**src/rtl/nibble_bank_loader.sv**
```systemverilog
// Per-channel shift registers loaded LANE_W bits at a time, MSB-first,
// with full/done/overflow flags and an optional wrap-around policy.
module nibble_bank_loader #(
    parameter int LANE_W = 4,
    parameter int NUM_CH = 2,
    parameter int REG_W  = 128,
    parameter int WRAP   = 0,
    localparam int SEL_W = (NUM_CH > 1) ? $clog2(NUM_CH) : 1,
    localparam int BEATS = REG_W / LANE_W,
    localparam int CNT_W = $clog2(BEATS + 1)
) (
    input  logic                     clk,
    input  logic                     rst,
    input  logic                     wr_valid,
    input  logic [SEL_W-1:0]         wr_sel,
    input  logic [LANE_W-1:0]        wr_data,
    input  logic [NUM_CH-1:0]        clr_mask,
    output logic [NUM_CH*REG_W-1:0]  regs,
    output logic [NUM_CH-1:0]        full,
    output logic [NUM_CH-1:0]        done,
    output logic [NUM_CH-1:0]        ovf,
    output logic [CNT_W-1:0]         sel_count
);

    logic [NUM_CH*CNT_W-1:0] cnt_flat;

    generate
        for (genvar gi = 0; gi < NUM_CH; gi++) begin : g_ch
            logic [REG_W-1:0] data_reg;
            logic [CNT_W-1:0] cnt_reg;
            logic             full_reg;
            logic             done_reg;
            logic             ovf_reg;
            logic             hit;

            // Out-of-range selects never match any channel, so they are ignored.
            assign hit = wr_valid && (wr_sel == SEL_W'(gi));

            always_ff @(posedge clk) begin
                if (rst || clr_mask[gi]) begin
                    data_reg <= '0;
                    cnt_reg  <= '0;
                    full_reg <= 1'b0;
                    done_reg <= 1'b0;
                    ovf_reg  <= 1'b0;
                end else begin
                    done_reg <= 1'b0;
                    if (hit) begin
                        if (full_reg && WRAP == 0) begin
                            ovf_reg <= 1'b1;
                        end else begin
                            data_reg <= {data_reg[REG_W-LANE_W-1:0], wr_data};
                            if (full_reg) begin
                                // Wrapping: this beat starts a fresh load.
                                cnt_reg  <= CNT_W'(1);
                                full_reg <= 1'b0;
                            end else begin
                                cnt_reg <= cnt_reg + CNT_W'(1);
                                if (cnt_reg == CNT_W'(BEATS - 1)) begin
                                    full_reg <= 1'b1;
                                    done_reg <= 1'b1;
                                end
                            end
                        end
                    end
                end
            end

            assign regs[gi*REG_W +: REG_W]     = data_reg;
            assign cnt_flat[gi*CNT_W +: CNT_W] = cnt_reg;
            assign full[gi]                    = full_reg;
            assign done[gi]                    = done_reg;
            assign ovf[gi]                     = ovf_reg;
        end
    endgenerate

    always_comb begin
        sel_count = '0;
        for (int k = 0; k < NUM_CH; k++) begin
            if (wr_sel == SEL_W'(k)) begin
                sel_count = cnt_flat[k*CNT_W +: CNT_W];
            end
        end
    end

endmodule

```
**config.mk**
```make
export PLATFORM = sky130hd
export DESIGN_NAME = nibble_bank_loader
export DESIGN_NICKNAME = d
export VERILOG_FILES = /design/src/rtl/nibble_bank_loader.sv
export SDC_FILE = /design/constraint.sdc
export NUM_CORES = 1
export LEC_CHECK = 0
export CORE_AREA = 5 5 149 151
export DETAILED_ROUTE_END_ITERATION = 12
export DIE_AREA = 0 0 154 156
export PLACE_DENSITY_LB_ADDON = 0.05
export SETUP_SLACK_MARGIN = 0.5
export SLEW_MARGIN = 20
export SYNTH_ARGS = -nofsm -noshare
export SYNTH_HDL_FRONTEND = slang
export SYNTH_SLANG_ARGS = --single-unit
```
**constraint.sdc**
```tcl
create_clock -name clk -period 1.8 [get_ports clk]
set_input_delay 0.45 -clock clk [delete_from_list [all_inputs] [get_ports clk]]
set_output_delay 0.45 -clock clk [all_outputs]
set_load 0.005 [all_outputs]
```
==> results.cfg, run 1 <==
[synthesis]
syn_nets = 1224
yosysUniqueCellTypes = 34
syn_inst = 1212
ys_ff_latch = 274
synthFlopType = dfxtp_1
synth_area_um2 = 9580
syn_avg_cell_area_um2 = 7.91
yosysSeqAreaShare_pct = 57.2
synth-edff-count = 0
synth_async_sr_flop_share_pct = 0
synth_warnings = 0

[place]
routabilityCongestion = 0.811
portBuffers = 277
dp_hpwl_um = 17800
placed_cell_area_um2 = 12800

[cts]
root_buffer = clkbuf_16
cts_hold_buf = 0
cts.sinks = 274
cts-buffers-inserted = 29
cts.path.max_buffers = 3
cts_max_level = 1

[run_status]
status = aborted with a tool error
haltStage = global routing
error = [ERROR DPL-0038] Utilization greater than 100%, impossible to legalize

[floorplan]
die_w_um = 154
start_util_pct = 46.3
die_h_um = 156
io_pins = 278
num_rows = 53

[global_routing]
grt_max_degree = 69

[timing]
grt-worst-endpoint = sel_count[3]
worst-ep-kind = primary output
==> cells by family after synthesis <==
logic type      Yosys count  share of synthesized area (%)
fa+ha+maj                 2                          0.261
buf+inv                  98                           4.57
mux                       6                          0.692
xor+xnor                  4                          0.366
simple gates            555                           22.5
flops                   274                           57.2
compound gates          273                           14.4
==> what timing repair did <==
action                                  4_1_cts
endpoints found under the setup margin      538
pin swaps                                     1
gates resized for setup                     949
setup buffers                               115
==> stage by stage <==
stage / hold slack, ns / instances / utilization (%) / TNS (ns) / setup slack (ns)
floorplan: 0.419 / 1212 / - / 0 / 0.250
global placement: 0.444 / 1709 / 62.1 / -95.82 / -0.531
detailed placement: 0.454 / 1709 / 62.1 / -99.96 / -0.546
CTS: 0.459 / 1876 / 70.8 / 0 / 0.0533
==> synth_stat cells (2+ instances only) <==
library cell    n  area share, %
nand3_1         5           0.26
nand2_1       522             20
buf_2          38            2.0
xnor2_1         2           0.18
a21oi_1       264             14
ha_1            2           0.26
or2_2           2           0.13
dfxtp_1       274             57
buf_1           6           0.24
clkbuf_1       47            1.8
nor2_1          9           0.35
xor2_1          2           0.18
mux2_2          5           0.59
or3_1           4           0.26
nor4_1          2           0.13
buf_4           6           0.47
o21ai_0         5           0.26
==> run 2: changes to the inputs <==
--- a/config.mk
+++ b/config.mk
@@ -5,11 +5,10 @@
 export SDC_FILE = /design/constraint.sdc
 export NUM_CORES = 1
 export LEC_CHECK = 0
-export CORE_AREA = 5 5 149 151
+export CORE_AREA = 5 5 161 163
 export DETAILED_ROUTE_END_ITERATION = 12
-export DIE_AREA = 0 0 154 156
-export PLACE_DENSITY_LB_ADDON = 0.05
-export SETUP_SLACK_MARGIN = 0.5
+export DIE_AREA = 0 0 166 168
+export PLACE_DENSITY_LB_ADDON = 0.15
 export SLEW_MARGIN = 20
 export SYNTH_ARGS = -nofsm -noshare
 export SYNTH_HDL_FRONTEND = slang
==> run 2 against run 1 <==
  * The run now ends clean
  * Synthesized cell count is the same
  * Area after synthesis is the same
==> results.cfg, run 2 <==
[power_and_ir_drop]
p_per_area_nw_per_um2 = 904
power.total_w = 0.0125
power.leakage_nw = 5.81
ir_drop_mv = 0.701

[setup_path]
reg2reg_slack_ns = 0.34
crit_type = reg2out
critPathArrivalTime_ns = 1.30
start_kind = flop
cp-end-kind = output pin
worstPathRequired_ns = 1.35
critPathMaxFanout = 5

[synthesis]
synthFlopType = dfxtp_1
yosysUniqueCellTypes = 34
synth_top_area_share_pct = 57.2
syn_inst = 1212
synth_most_common_cell = nand2_1
synth_warnings = 0
synth_commonest_cells = 522 x nand2_1, 274 x dfxtp_1, 264 x a21oi_1
syn_avg_cell_area_um2 = 7.91
synth-edff-count = 0
syn_nets = 1224
yosys.area.top_type = dfxtp_1
synthTopCellsByArea = dfxtp_1 57%, nand2_1 20%, a21oi_1 14%
synth_async_sr_flop_share_pct = 0
ys_ff_latch = 274
yosysSeqAreaShare_pct = 57.2
synth_area_um2 = 9580

[detailed_routing]
drt_iter0_markers = 542
first_pass_iters = 5
vias_per_cell = 4.81
ant_nets = 0
wire_per_inst_um = 14.9
drc = 0
routed_wl_um = 27300
vias = 8779

[timing]
maxSlewViolCount = 0
fmax_mhz = 572
tightest_slew_ns = 0.343
hold_viol = 0
hold_slack_ns = 0.436
setup_viol = 0
max_slew_margin_pct = 77.1
rsz0062_at_grt = no
fin_crit_sh_pct = 97.1
fin_crit_ns = 1.75
fin_worst_skew_ns = 0.00614

[final_layout]
layout.cells.most_common_list = 522 x nand2_1, 264 x a21oi_1, 262 x dlygate4sd2_1
final_common_cell = nand2_1
antenna_cells = 0
drive_above_1_share_pct = 14.8
post-route-cell-area_um2 = 13800
layout.nets = 1492
largest_reg_flops = 256
area_growth_pct = 44.1

[cts]
cts.sinks = 274
cts-buffers-inserted = 30
cts_max_level = 1
cts.path.max_buffers = 3
clk_latency_ns = 0.54
cts_tree = built
root_buffer = clkbuf_16
clk_pin_slew_ns = 0.06

[floorplan]
start_util_pct = 39.6
io_pins = 278
dieArea_um2 = 27900
die_h_um = 168
die_w_um = 166
core-area_um2 = 24200
num_rows = 57

[global_routing]
grt_max_degree = 79
antenna_found_initial = 0
grt_first_pass_wirelength_um = 44200
gr-total-overflow = 0
grt_pass1_vias = 8406
grtUsageTotal_pct = 18.5

[place]
portBuffers = 277
dp_hpwl_um = 18500
placed_cell_area_um2 = 13000
routabilityCongestion = 0.780

[run_status]
status = finished, final reports clean

[min_path]
hp-class = reg2reg

[flow_run]
drv_cap = 0
run 2: cell counts after synthesis:
No cell type changed its count.
run 2: through the flow:
| stage | util (%) | setup slack [ns] | setup TNS, ns | instances |
|---|---|---|---|---|
| floorplan | - | 0.0934 | 0 | 1212 |
| global placement | 53.8 | -0.525 | -86.76 | 1763 |
| detailed placement | 53.8 | -0.560 | -92.85 | 1763 |
| CTS | 57.1 | 0.00841 | 0 | 1825 |
| global route | 57.1 | 0.00198 | 0 | 1826 |
| finish | 57.1 | 0.0525 | 0 | 1826 |
run 2: worst paths after layout:
kind	startpoint	endpoint	cells after the start
setup reg to reg	g_ch[1].cnt_reg[0]$_SDFFE_PP0P_	g_ch[1].cnt_reg[4]$_SDFFE_PP0P_	5
hold / removal	g_ch[0].cnt_reg[5]$_SDFFE_PP0P_	g_ch[0].done_reg$_SDFF_PP0_	1
hold reg to reg	g_ch[0].cnt_reg[5]$_SDFFE_PP0P_	g_ch[0].done_reg$_SDFF_PP0_	1
setup / recovery	g_ch[1].cnt_reg[3]$_SDFFE_PP0P_	sel_count[3]	2
run 2: power by group:
| group | switching [W] | internal [W] |
|---|---|---|
| clock | 0.00238 | 0.00352 |
| sequential | 0.00000514 | 0.00607 |
| combinational | 0.000333 | 0.000177 |
| total | 0.00272 | 0.00977 |
run 2: cell families (layout without fill, tap and decap cells):
kind of cell / Yosys count / after routing / share of synthesized area (%)
DFF: 274 / 274 / 57.2
adders and majority gates: 2 / 2 / 0.261
AOI/OAI and AO/OA: 273 / 273 / 14.4
xor gates and xnor gates: 4 / 4 / 0.366
and+or+nand+nor: 555 / 555 / 22.5
muxes: 6 / 6 / 0.692
buffers and inverters: 98 / 388 / 4.57
run 2: worst max-delay path, cell delays in order (launching register included):
cell	delay, ns
dfxtp_2	0.36
mux2_2	0.28
buf_6	0.12
run 2: repair_timing:
item                                    CTS  global route
gates resized for setup                 395             3
endpoints found under the hold margin     0             0
setup buffers                             8             1
hold buffers                              0             0
endpoints found under the setup margin  268             4
run 2: cell type report:
cell class | count | area, um2
clock inverter | 9 | 72.6
multi-input combinational | 840 | 3680
timing repair buffer | 333 | 3150
fill | 2295 | 10400
inverter | 1 | 3.75
sequential | 274 | 5620
tap | 324 | 405
clock buffer | 45 | 888
run 2: metal layers:
metal	part of all wire, %	routed length [um]	global-route usage (%)
met2	45	12400	30.1
met4	1.9	517	4.48
met5	0	0	0
met3	8.7	2380	6.99
met1	44	12000	23.5
Note: power is estimated with default switching activity, not from simulation.
